`config.mk`:
```
export PLATFORM = sky130hd
export DESIGN_NAME = pipeline_hazard_ctrl_flat
export DESIGN_NICKNAME = d
export VERILOG_FILES = /design/src/rtl/pipeline_hazard_ctrl_pkg.sv /design/src/rtl/pipeline_hazard_ctrl_if.sv /design/src/rtl/pipeline_hazard_ctrl_reg_use_decode.sv /design/src/rtl/pipeline_hazard_ctrl.sv /design/src/flat_wrapper.sv
export SDC_FILE = /design/constraint.sdc
export NUM_CORES = 1
export LEC_CHECK = 0
export BUFFER_PORTS_ARGS = -buffer_cell sky130_fd_sc_hd__buf_2
export CAP_MARGIN = 20
export CORE_MARGIN = 8
export CORE_UTILIZATION = 39
export CTS_BUF_LIST = sky130_fd_sc_hd__clkbuf_16
export DETAILED_ROUTE_END_ITERATION = 10
export GPL_ROUTABILITY_DRIVEN = 0
export PLACE_DENSITY = 0.95
export REMOVE_ABC_BUFFERS = 1
export SYNTH_ARGS = -nofsm -noshare
export SYNTH_HDL_FRONTEND = slang
export SYNTH_SLANG_ARGS = --single-unit
```
`constraint.sdc`:
```
create_clock -name clock -period 3.2 [get_ports clock]
set_input_delay 0.16 -clock clock [delete_from_list [all_inputs] [get_ports clock]]
set_output_delay 0.16 -clock clock [all_outputs]
set_load 0.02 [all_outputs]
```
`src/rtl/pipeline_hazard_ctrl_pkg.sv`:
```
// ============================================================================
// hazard_pkg : opcode/ALU-op constants, FSM state type, field extractors
// Rev 1.0
// ============================================================================
`default_nettype none

package hazard_pkg;

  localparam logic [4:0] OP_RTYPE = 5'b00000;
  localparam logic [4:0] OP_ADDI  = 5'b00101;
  localparam logic [4:0] OP_LW    = 5'b01000;
  localparam logic [4:0] OP_SW    = 5'b00111;
  localparam logic [4:0] OP_BNE   = 5'b00010;
  localparam logic [4:0] OP_BLT   = 5'b00110;
  localparam logic [4:0] OP_JR    = 5'b00100;

  localparam logic [4:0] ALU_MUL  = 5'b00110;
  localparam logic [4:0] ALU_DIV  = 5'b00111;

  typedef enum logic [0:0] {
    RUN     = 1'b0,
    MD_WAIT = 1'b1
  } state_t;

  function automatic logic [4:0] f_opcode(input logic [31:0] inst);
    return inst[31:27];
  endfunction

  function automatic logic [4:0] f_rd(input logic [31:0] inst);
    return inst[26:22];
  endfunction

  function automatic logic [4:0] f_rs(input logic [31:0] inst);
    return inst[21:17];
  endfunction

  function automatic logic [4:0] f_rt(input logic [31:0] inst);
    return inst[16:12];
  endfunction

  function automatic logic [4:0] f_aluop(input logic [31:0] inst);
    return inst[6:2];
  endfunction

endpackage

`default_nettype wire

```
`src/rtl/pipeline_hazard_ctrl_if.sv`:
```
// ============================================================================
// pipeline_hazard_ctrl_if : latch contents in, stall/nop/multdiv controls out
// Rev 1.0
// ============================================================================
`default_nettype none

interface pipeline_hazard_ctrl_if;
  logic [31:0] inst_fd;
  logic [31:0] inst_dx;
  logic        branch_taken;
  logic        md_ready;
  logic        stall_pc;
  logic        stall_fd;
  logic        stall_dx;
  logic        nop_dx;
  logic        flush_fd;
  logic        nop_xm;
  logic        md_start;
  logic        md_busy;
  logic        md_timeout;

  modport master (
    output inst_fd, inst_dx, branch_taken, md_ready,
    input  stall_pc, stall_fd, stall_dx, nop_dx, flush_fd, nop_xm,
           md_start, md_busy, md_timeout
  );

  modport slave (
    input  inst_fd, inst_dx, branch_taken, md_ready,
    output stall_pc, stall_fd, stall_dx, nop_dx, flush_fd, nop_xm,
           md_start, md_busy, md_timeout
  );
endinterface

`default_nettype wire

```
`src/rtl/pipeline_hazard_ctrl_reg_use_decode.sv`:
```
// ============================================================================
// reg_use_decode : which registers the F/D instruction reads (sw data excluded)
// Rev 1.0
// ============================================================================
`default_nettype none

module reg_use_decode
  import hazard_pkg::*;
(
  input  logic [31:0] inst_fd,
  output logic        rs_en,
  output logic [4:0]  rs,
  output logic        rt_en,
  output logic [4:0]  rt,
  output logic        rd_en,
  output logic [4:0]  rd
);

  logic [4:0] w_op;
  logic       unused_low;

  assign unused_low = ^inst_fd[11:0];

  always_comb begin
    w_op  = f_opcode(inst_fd);
    rs    = f_rs(inst_fd);
    rt    = f_rt(inst_fd);
    rd    = f_rd(inst_fd);
    rs_en = (w_op == OP_RTYPE) || (w_op == OP_ADDI) || (w_op == OP_LW) ||
            (w_op == OP_SW)    || (w_op == OP_BNE)  || (w_op == OP_BLT);
    rt_en = (w_op == OP_RTYPE);
    // sw's rd is store data; the memory-data bypass already covers it
    rd_en = (w_op == OP_BNE) || (w_op == OP_BLT) || (w_op == OP_JR);
  end

endmodule

`default_nettype wire

```
`src/rtl/pipeline_hazard_ctrl.sv`:
```
// ============================================================================
// pipeline_hazard_ctrl : load-use / multdiv stall and branch flush scheduler
// Optional macro HAZARD_PERF_CNT_EN adds the stall_cycles counter port.
// Rev 1.0
// ============================================================================
`default_nettype none

module pipeline_hazard_ctrl
  import hazard_pkg::*;
#(
  parameter int MD_TIMEOUT = 64
) (
  input  logic                  clock,
  input  logic                  reset,
  pipeline_hazard_ctrl_if.slave bus
`ifdef HAZARD_PERF_CNT_EN
  ,
  output logic [31:0]           stall_cycles
`endif
);

  localparam int              CNT_W      = $clog2(MD_TIMEOUT + 1);
  localparam logic [CNT_W-1:0] C_CNT_LAST = CNT_W'(MD_TIMEOUT - 1);

  state_t           r_state;
  state_t           w_state_next;
  logic [CNT_W-1:0] r_cnt;
  logic [CNT_W-1:0] w_cnt_next;

  logic       w_rs_en, w_rt_en, w_rd_en;
  logic [4:0] w_rs, w_rt, w_rd;
  logic [4:0] w_dx_op, w_dx_rd, w_dx_alu;
  logic       w_dx_md, w_load_use;
  logic       unused_dx;

  logic w_stall_pc, w_stall_fd, w_stall_dx, w_nop_dx, w_flush_fd, w_nop_xm;
  logic w_md_start, w_md_busy, w_md_timeout;

  reg_use_decode u_decode (
    .inst_fd (bus.inst_fd),
    .rs_en   (w_rs_en),
    .rs      (w_rs),
    .rt_en   (w_rt_en),
    .rt      (w_rt),
    .rd_en   (w_rd_en),
    .rd      (w_rd)
  );

  assign unused_dx = ^{bus.inst_dx[21:7], bus.inst_dx[1:0]};

  always_comb begin
    w_dx_op    = f_opcode(bus.inst_dx);
    w_dx_rd    = f_rd(bus.inst_dx);
    w_dx_alu   = f_aluop(bus.inst_dx);
    w_dx_md    = (w_dx_op == OP_RTYPE) &&
                 ((w_dx_alu == ALU_MUL) || (w_dx_alu == ALU_DIV));
    w_load_use = (w_dx_op == OP_LW) && (w_dx_rd != 5'd0) &&
                 ((w_rs_en && (w_rs == w_dx_rd)) ||
                  (w_rt_en && (w_rt == w_dx_rd)) ||
                  (w_rd_en && (w_rd == w_dx_rd)));
  end

  always_comb begin
    w_state_next = r_state;
    w_cnt_next   = r_cnt;
    w_stall_pc   = 1'b0;
    w_stall_fd   = 1'b0;
    w_stall_dx   = 1'b0;
    w_nop_dx     = 1'b0;
    w_flush_fd   = 1'b0;
    w_nop_xm     = 1'b0;
    w_md_start   = 1'b0;
    w_md_busy    = 1'b0;
    w_md_timeout = 1'b0;
    // Outputs are gated by reset so an asserted reset releases every stall at once
    if (reset) begin
      case (r_state)
        RUN: begin
          if (bus.branch_taken) begin
            w_flush_fd = 1'b1;
            w_nop_dx   = 1'b1;
          end else if (w_dx_md) begin
            w_md_start   = 1'b1;
            w_stall_pc   = 1'b1;
            w_stall_fd   = 1'b1;
            w_stall_dx   = 1'b1;
            w_nop_xm     = 1'b1;
            w_cnt_next   = '0;
            w_state_next = MD_WAIT;
          end else if (w_load_use) begin
            w_stall_pc = 1'b1;
            w_stall_fd = 1'b1;
            w_nop_dx   = 1'b1;
          end
        end
        MD_WAIT: begin
          w_md_busy = 1'b1;
          if (bus.md_ready) begin
            w_state_next = RUN;
          end else if (r_cnt == C_CNT_LAST) begin
            w_md_timeout = 1'b1;
            w_nop_xm     = 1'b1;
            w_state_next = RUN;
          end else begin
            w_stall_pc = 1'b1;
            w_stall_fd = 1'b1;
            w_stall_dx = 1'b1;
            w_nop_xm   = 1'b1;
            w_cnt_next = r_cnt + 1'b1;
          end
        end
        default: w_state_next = RUN;
      endcase
    end
  end

  always_ff @(posedge clock or negedge reset) begin
    if (!reset) begin
      r_state <= RUN;
      r_cnt   <= '0;
    end else begin
      r_state <= w_state_next;
      r_cnt   <= w_cnt_next;
    end
  end

`ifdef HAZARD_PERF_CNT_EN
  logic [31:0] r_stall_cycles;

  always_ff @(posedge clock or negedge reset) begin
    if (!reset) begin
      r_stall_cycles <= '0;
    end else if (w_stall_pc && (r_stall_cycles != 32'hFFFF_FFFF)) begin
      r_stall_cycles <= r_stall_cycles + 32'd1;
    end
  end

  assign stall_cycles = r_stall_cycles;
`endif

  assign bus.stall_pc   = w_stall_pc;
  assign bus.stall_fd   = w_stall_fd;
  assign bus.stall_dx   = w_stall_dx;
  assign bus.nop_dx     = w_nop_dx;
  assign bus.flush_fd   = w_flush_fd;
  assign bus.nop_xm     = w_nop_xm;
  assign bus.md_start   = w_md_start;
  assign bus.md_busy    = w_md_busy;
  assign bus.md_timeout = w_md_timeout;

endmodule

`default_nettype wire

```
`src/flat_wrapper.sv`:
```
// flat-port wrapper written by rule: the top's interface ports become plain ports
module pipeline_hazard_ctrl_flat import hazard_pkg::*;
#(
  parameter int MD_TIMEOUT = 64
)
  (clock, reset, bus_inst_fd, bus_inst_dx, bus_branch_taken, bus_md_ready, bus_stall_pc, bus_stall_fd, bus_stall_dx, bus_nop_dx, bus_flush_fd, bus_nop_xm, bus_md_start, bus_md_busy, bus_md_timeout);
  pipeline_hazard_ctrl_if bus_i ();
  input  logic clock;
  input  logic reset;
  input wire logic [$bits(bus_i.inst_fd)-1:0] bus_inst_fd;
  input wire logic [$bits(bus_i.inst_dx)-1:0] bus_inst_dx;
  input wire logic [$bits(bus_i.branch_taken)-1:0] bus_branch_taken;
  input wire logic [$bits(bus_i.md_ready)-1:0] bus_md_ready;
  output wire logic [$bits(bus_i.stall_pc)-1:0] bus_stall_pc;
  output wire logic [$bits(bus_i.stall_fd)-1:0] bus_stall_fd;
  output wire logic [$bits(bus_i.stall_dx)-1:0] bus_stall_dx;
  output wire logic [$bits(bus_i.nop_dx)-1:0] bus_nop_dx;
  output wire logic [$bits(bus_i.flush_fd)-1:0] bus_flush_fd;
  output wire logic [$bits(bus_i.nop_xm)-1:0] bus_nop_xm;
  output wire logic [$bits(bus_i.md_start)-1:0] bus_md_start;
  output wire logic [$bits(bus_i.md_busy)-1:0] bus_md_busy;
  output wire logic [$bits(bus_i.md_timeout)-1:0] bus_md_timeout;
  assign bus_i.inst_fd = bus_inst_fd;
  assign bus_i.inst_dx = bus_inst_dx;
  assign bus_i.branch_taken = bus_branch_taken;
  assign bus_i.md_ready = bus_md_ready;
  assign bus_stall_pc = bus_i.stall_pc;
  assign bus_stall_fd = bus_i.stall_fd;
  assign bus_stall_dx = bus_i.stall_dx;
  assign bus_nop_dx = bus_i.nop_dx;
  assign bus_flush_fd = bus_i.flush_fd;
  assign bus_nop_xm = bus_i.nop_xm;
  assign bus_md_start = bus_i.md_start;
  assign bus_md_busy = bus_i.md_busy;
  assign bus_md_timeout = bus_i.md_timeout;
  pipeline_hazard_ctrl #(.MD_TIMEOUT(MD_TIMEOUT)) u_core (.clock(clock), .reset(reset), .bus(bus_i));
endmodule
```
* After elaboration in Yosys (flattened, before gate mapping)
Index checks and enable logic that the tools add are counted. Widths: inputs -> output; s select.
Storage, ports and cells: flip-flop bits (word level) 8, logic and storage cells 75, output and inout port bits 9
Cells by class: equality and inequality tests 17, add/subtract/negate cells 1, muxes and demuxes 34, reductions and logical operators 20, bitwise logic cells 1
Operators by type and width (count):
- $eq 5x3->1 const B | 6
- $mux 7 | 4
- $mux 1 | 26
- $eq 5x5->1 | 3
- $pmux 7 s2 | 1
- $eq 5x4->1 const B | 2
- $logic_not 5->1 | 2
- $logic_or 1x1->1 | 10
- $add 7x1->7 const B | 1
- $eq 7x6->1 const B | 1
- $logic_and 1x1->1 | 6
- $ne 2x2->1 const B | 3
- $pmux 1 s2 | 3
- $eq 5x2->1 const B | 1
- $reduce_and 5->1 | 1
- $reduce_bool 5->1 | 1
- $ne 2x1->1 const B | 1
- $not 1->1 | 1

* Longest topological paths before layout
word-level depth 15, mapped depth 6

* By module
From an unflattened synthesis, not the netlist that was laid out.
Second synthesis, totals: cell total of the unflattened synthesis 105, area, all modules 899.6 um2
By module, submodules not included:
- pipeline_hazard_ctrl | cells each 82, instances 1, area each 732.0 um2, seq. area each 200.2 um2
- reg_use_decode | cells each 23, instances 1, area each 167.7 um2, seq. area each 0.0 um2

* Worst setup path before layout
OpenSTA, ideal clock, no wires.
path kind input-to-output, from in bus_inst_dx[23], to out bus_stall_pc, buffers on the path 1, setup slack 1310 ps, required time 3040 ps, cell stages on the path 6, arrival time 1730 ps, path through xor2_1 > or4_4 > nor4_2 > a211oi_1 > o31ai_2 > buf_4
On the way: word-level cells in the longest chain between the ends 10, elaborated cells on any way between the ends 16
Ends and longest elaborated chain:
- start: declaration | line flat_wrapper.sv:11 | input wire logic [$bits(bus_i.inst_dx)-1:0] bus_inst_dx;
- $eq 5x5->1 (on tied branches) | line pipeline_hazard_ctrl.sv:58, pipeline_hazard_ctrl.sv:59
- $logic_and 1x1->1 (on tied branches) | line pipeline_hazard_ctrl.sv:58, pipeline_hazard_ctrl.sv:59
- $logic_or 1x1->1 | line pipeline_hazard_ctrl.sv:58 | ((w_rs_en && (w_rs == w_dx_rd)) ||
- $logic_or 1x1->1 | line pipeline_hazard_ctrl.sv:59 | (w_rt_en && (w_rt == w_dx_rd)) ||
- $logic_and 1x1->1 (*) | line pipeline_hazard_ctrl.sv:57 | w_load_use = (w_dx_op == OP_LW) && (w_dx_rd != 5'd0) &&
- $mux 1 (*) (3 in a row)
- $pmux 1 s2 (*)
- $mux 1 (*)
- end: declaration | line flat_wrapper.sv:14 | output wire logic [$bits(bus_i.stall_pc)-1:0] bus_stall_pc;
Mark *: on every way between the ends. The rest lies on a longest branch, timed or not.

* Worst setup path in the final report
from reg u_core.r_cnt[0], to out bus_stall_pc
On the way: word-level cells in the longest chain between the ends 5
Ends and longest elaborated chain:
- start: declaration | line pipeline_hazard_ctrl.sv:27 | logic [CNT_W-1:0] r_cnt;
- start signal: assignment | line pipeline_hazard_ctrl.sv:123 | r_cnt <= w_cnt_next;
- $eq 7x6->1 | line pipeline_hazard_ctrl.sv:100 | end else if (r_cnt == C_CNT_LAST) begin
- $mux 1 | line pipeline_hazard_ctrl.sv:100
- $mux 1 | line pipeline_hazard_ctrl.sv:98 | if (bus.md_ready) begin
- $pmux 1 s2 | line pipeline_hazard_ctrl.sv:77 | case (r_state)
- $mux 1 | line pipeline_hazard_ctrl.sv:76 | if (reset) begin
No other way between the ends.

==> impl_results.md <==
* Status: completed
* Vias after detailed routing at approximately 910
* Core outline area at 1960 um^2
* Register share of total power at 30.7%
* NetSw at 0.110 mW
* Share of layout cells above drive strength 1 at 41.4%
* FP Rows at 16
* Logic pwr share at about 22%
* Final Hold Fails at 0
* # diodes at 0
* Setup violations, final at 0
* 1st-pass router iterations at 4
* Clk sink count at 8
* Max cap viols at 0
* Crit path required time at ~3 ns
* Max Fclk at roughly 0.46 GHz
* First-pass GRT wire length at between 4000 and 5000 um
* Syn avg cell area at just under 9 um^2
* Port Buf Inserts at 46
* Drt total wl at between 2000 and 2500 um
* DRT iter0 DRCs at 15
* Initial core utilization at a little over 40%
* Flops & latches, synth at 8
* Power Total at roughly 0.44 mW
* Synth unique cells at 39
* WP depth at 6
* Tcrit/Tclk final at 67.7%
* Dpl cell area at roughly 1100 um^2
* R2R depth at 6
* Area Growth Syn to Fin at 41.8%
* Cell breakdown of the critical path: ha_1, nand3_1, o31a_1, o21ai_2, o31ai_2, buf_2
* Crit path kind: flop to output pin
* CP max stage delay at roughly 0.4 ns
* Worst reg2reg setup slack at 1.37 ns
* Clock share of power at between 40% and 50%
* Main synth FF type: dfrtp_1
* Mapped Cells at 92
* CTS buffer count at 3
* Yosys warns at 0
* CP bufs+invs at 1
* Clk Latency, worst-skew pair at between 0.2 and 0.25 ns
* Cell Area, Synth at between 800 and 900 um^2
* CP arrival at about 2 ns
* Least-Margin Pin Slew at about 0.44 ns
* Net Sw Frac at ~25%
* Pwr Density at 382 nW/um^2
* EDFF count, synth at 0
* Pins Over Slew Limit at 0
* Hold WC Path Type: input pin to async pin
* Async S/R FF share, synth at 100%
* Die height at about 61 um
* Wirelength per Cell at 14.7 um
* Int Pwr at between 0.3 and 0.4 mW
* Number of global-route vias before repair at between 1000 and 1500
* CP Launch Type: flop
* Largest net degree at the start of global routing at 14
* Minimum clock period at between 2 and 2.5 ns
* Resize count post-CTS at 0
* Critical path capture point type: output pin
* CTS tree: done
* Clock root cell: clkbuf_16
* Nets at between 200 and 250
* Reg clk slew, reported paths at roughly 0.040 ns
* GRT Util Overall at roughly 14%
* DP HPWL at around 2100 um
* Total congestion overflow at 0
* Final setup margin at between 1 and 1.5 ns
* RSZ-0062 raised after global routing: no
* H-tree depth at 1
* Detail Route Antenna Nets at 0
* Max_slew headroom at between 70% and 80%
* # fillers at 190
* CP max-delay cell: dfrtp_1
* Worst Skew at around 0.00068 ns
* Sequential area share after synthesis at between 20% and 30%
* Peak VDD IR at between 0.2 and 0.25 mV
* Hold Slack at 0.333 ns
* Routed vias/inst at approximately 5.4
* Initial antenna violation count at 0
* Family with the most delay on the worst path: compound AO/OA/AOI/OAI gates
* Die area at 3780 um^2
* Ports at 77
* Leak at 0.560 nW
* Chip width at about 60 um
* Final TNS setup at 0 ns
* Residual DRC at 0
* Final std cell area, no fill at ~1100 um^2
* CP Max Fanout at 7
* Pre-CTS setup slack at between 1 and 1.5 ns
* Max clock buf depth at 2
==> state kept, by name (all words and copies together) (netlist names) <==
register	count
u_core.r_cnt	7
u_core.r_state	1
==> logic make-up after synthesis <==
kind of cell	after synthesis	synth area share, %
buffers and inverters	6	3.42
muxes	5	6.37
xor gates and xnor gates	15	16.3
adders and majority gates	1	1.55
and+or+nand+nor	38	30.7
DFF	8	24.8
AOI/OAI and AO/OA	19	16.8
==> worst reg2reg max path: stages, from the launching register on <==
cell and delay (ns):
dfrtp_1 0.40, ha_1 0.21, nand3_1 0.18, or3_1 0.47, o211ai_1 0.18, mux2i_1 0.09
a22o_1 0.18
==> placed cells by master, fill, tap and decap left out, types with 4 or more instances in the layout <==
cell type / instances
nand4_1: 5
nand2_1: 6
nor2_1: 4
nor3_1: 5
xnor2_1: 7
and2_1: 4
mux2i_1: 4
buf_2: 46
xor2_1: 8
dfrtp_1: 8
==> power groups by stage <==
stage / Combinational [mW] / Clock [mW] / Sequential (mW)
after floorplan: 0.0511 / 0 / 0.129
after global placement: 0.0871 / 0 / 0.132
after detailed placement: 0.0945 / 0 / 0.134
after CTS: 0.0955 / 0.214 / 0.134
after global routing: 0.106 / 0.221 / 0.135
final: 0.0946 / 0.208 / 0.134
==> metrics by stage <==
stage,cells,utilization (%)
finish,167,58.2
global route,167,58.2
CTS,167,58.2
detailed placement,163,53.9
global placement,163,53.9
floorplan,90,-
==> Yosys cell counts, drive strengths merged (2+ instances only) <==
library cell	instances	share of area (%)
buf	2	1.6
and2	4	3.1
or4	2	2.8
nand2	6	2.8
nor2	4	1.9
dfrtp	8	25
xor2	8	8.7
or3	2	2.2
mux2i	4	5.0
o21ai	7	4.8
nor4	4	5.7
nand4	5	3.9
a22o	3	3.3
nand3	2	1.2
inv	4	1.9
nor3	5	3.1
xnor2	7	7.6
==> routing by layer <==
metal,up-vias,global-route usage [%],part of all wire (%)
met4,0,6.82,2.7
met1,417,13.9,39
met3,8,6.05,8.1
met2,44,24.9,50
met5,-,0,0
li1,437,-,-
==> final cells by class <==
type / count / area [um^2] / share of cell area, %
well taps: 27 / 33.8 / 2.96
clock buffers: 3 / 75.1 / 6.57
inverters: 4 / 15.0 / 1.31
flip-flops and latches: 8 / 200 / 17.5
multi-input cells: 78 / 578 / 50.6
repair buffers: 47 / 240 / 21.0
==> path summary, 6_finish.rpt <==
check	startpoint	endpoint
hold / removal	reset	u_core.r_cnt[4]
setup reg to reg	u_core.r_cnt[0]	u_core.r_cnt[2]
hold reg to reg	u_core.r_cnt[6]	u_core.r_cnt[6]
min in group clock	bus_md_ready	u_core.r_cnt[5]
setup / recovery	u_core.r_cnt[0]	bus_stall_pc
max in group asynchronous	reset	u_core.r_cnt[0]
==> what timing repair did <==
item	in CTS	in global routing
setup buffers	0	0
hold buffers	1	0
endpoints found under the setup margin	0	0
hold endpoints to repair	8	0
Power figures use the tool's default switching activity.
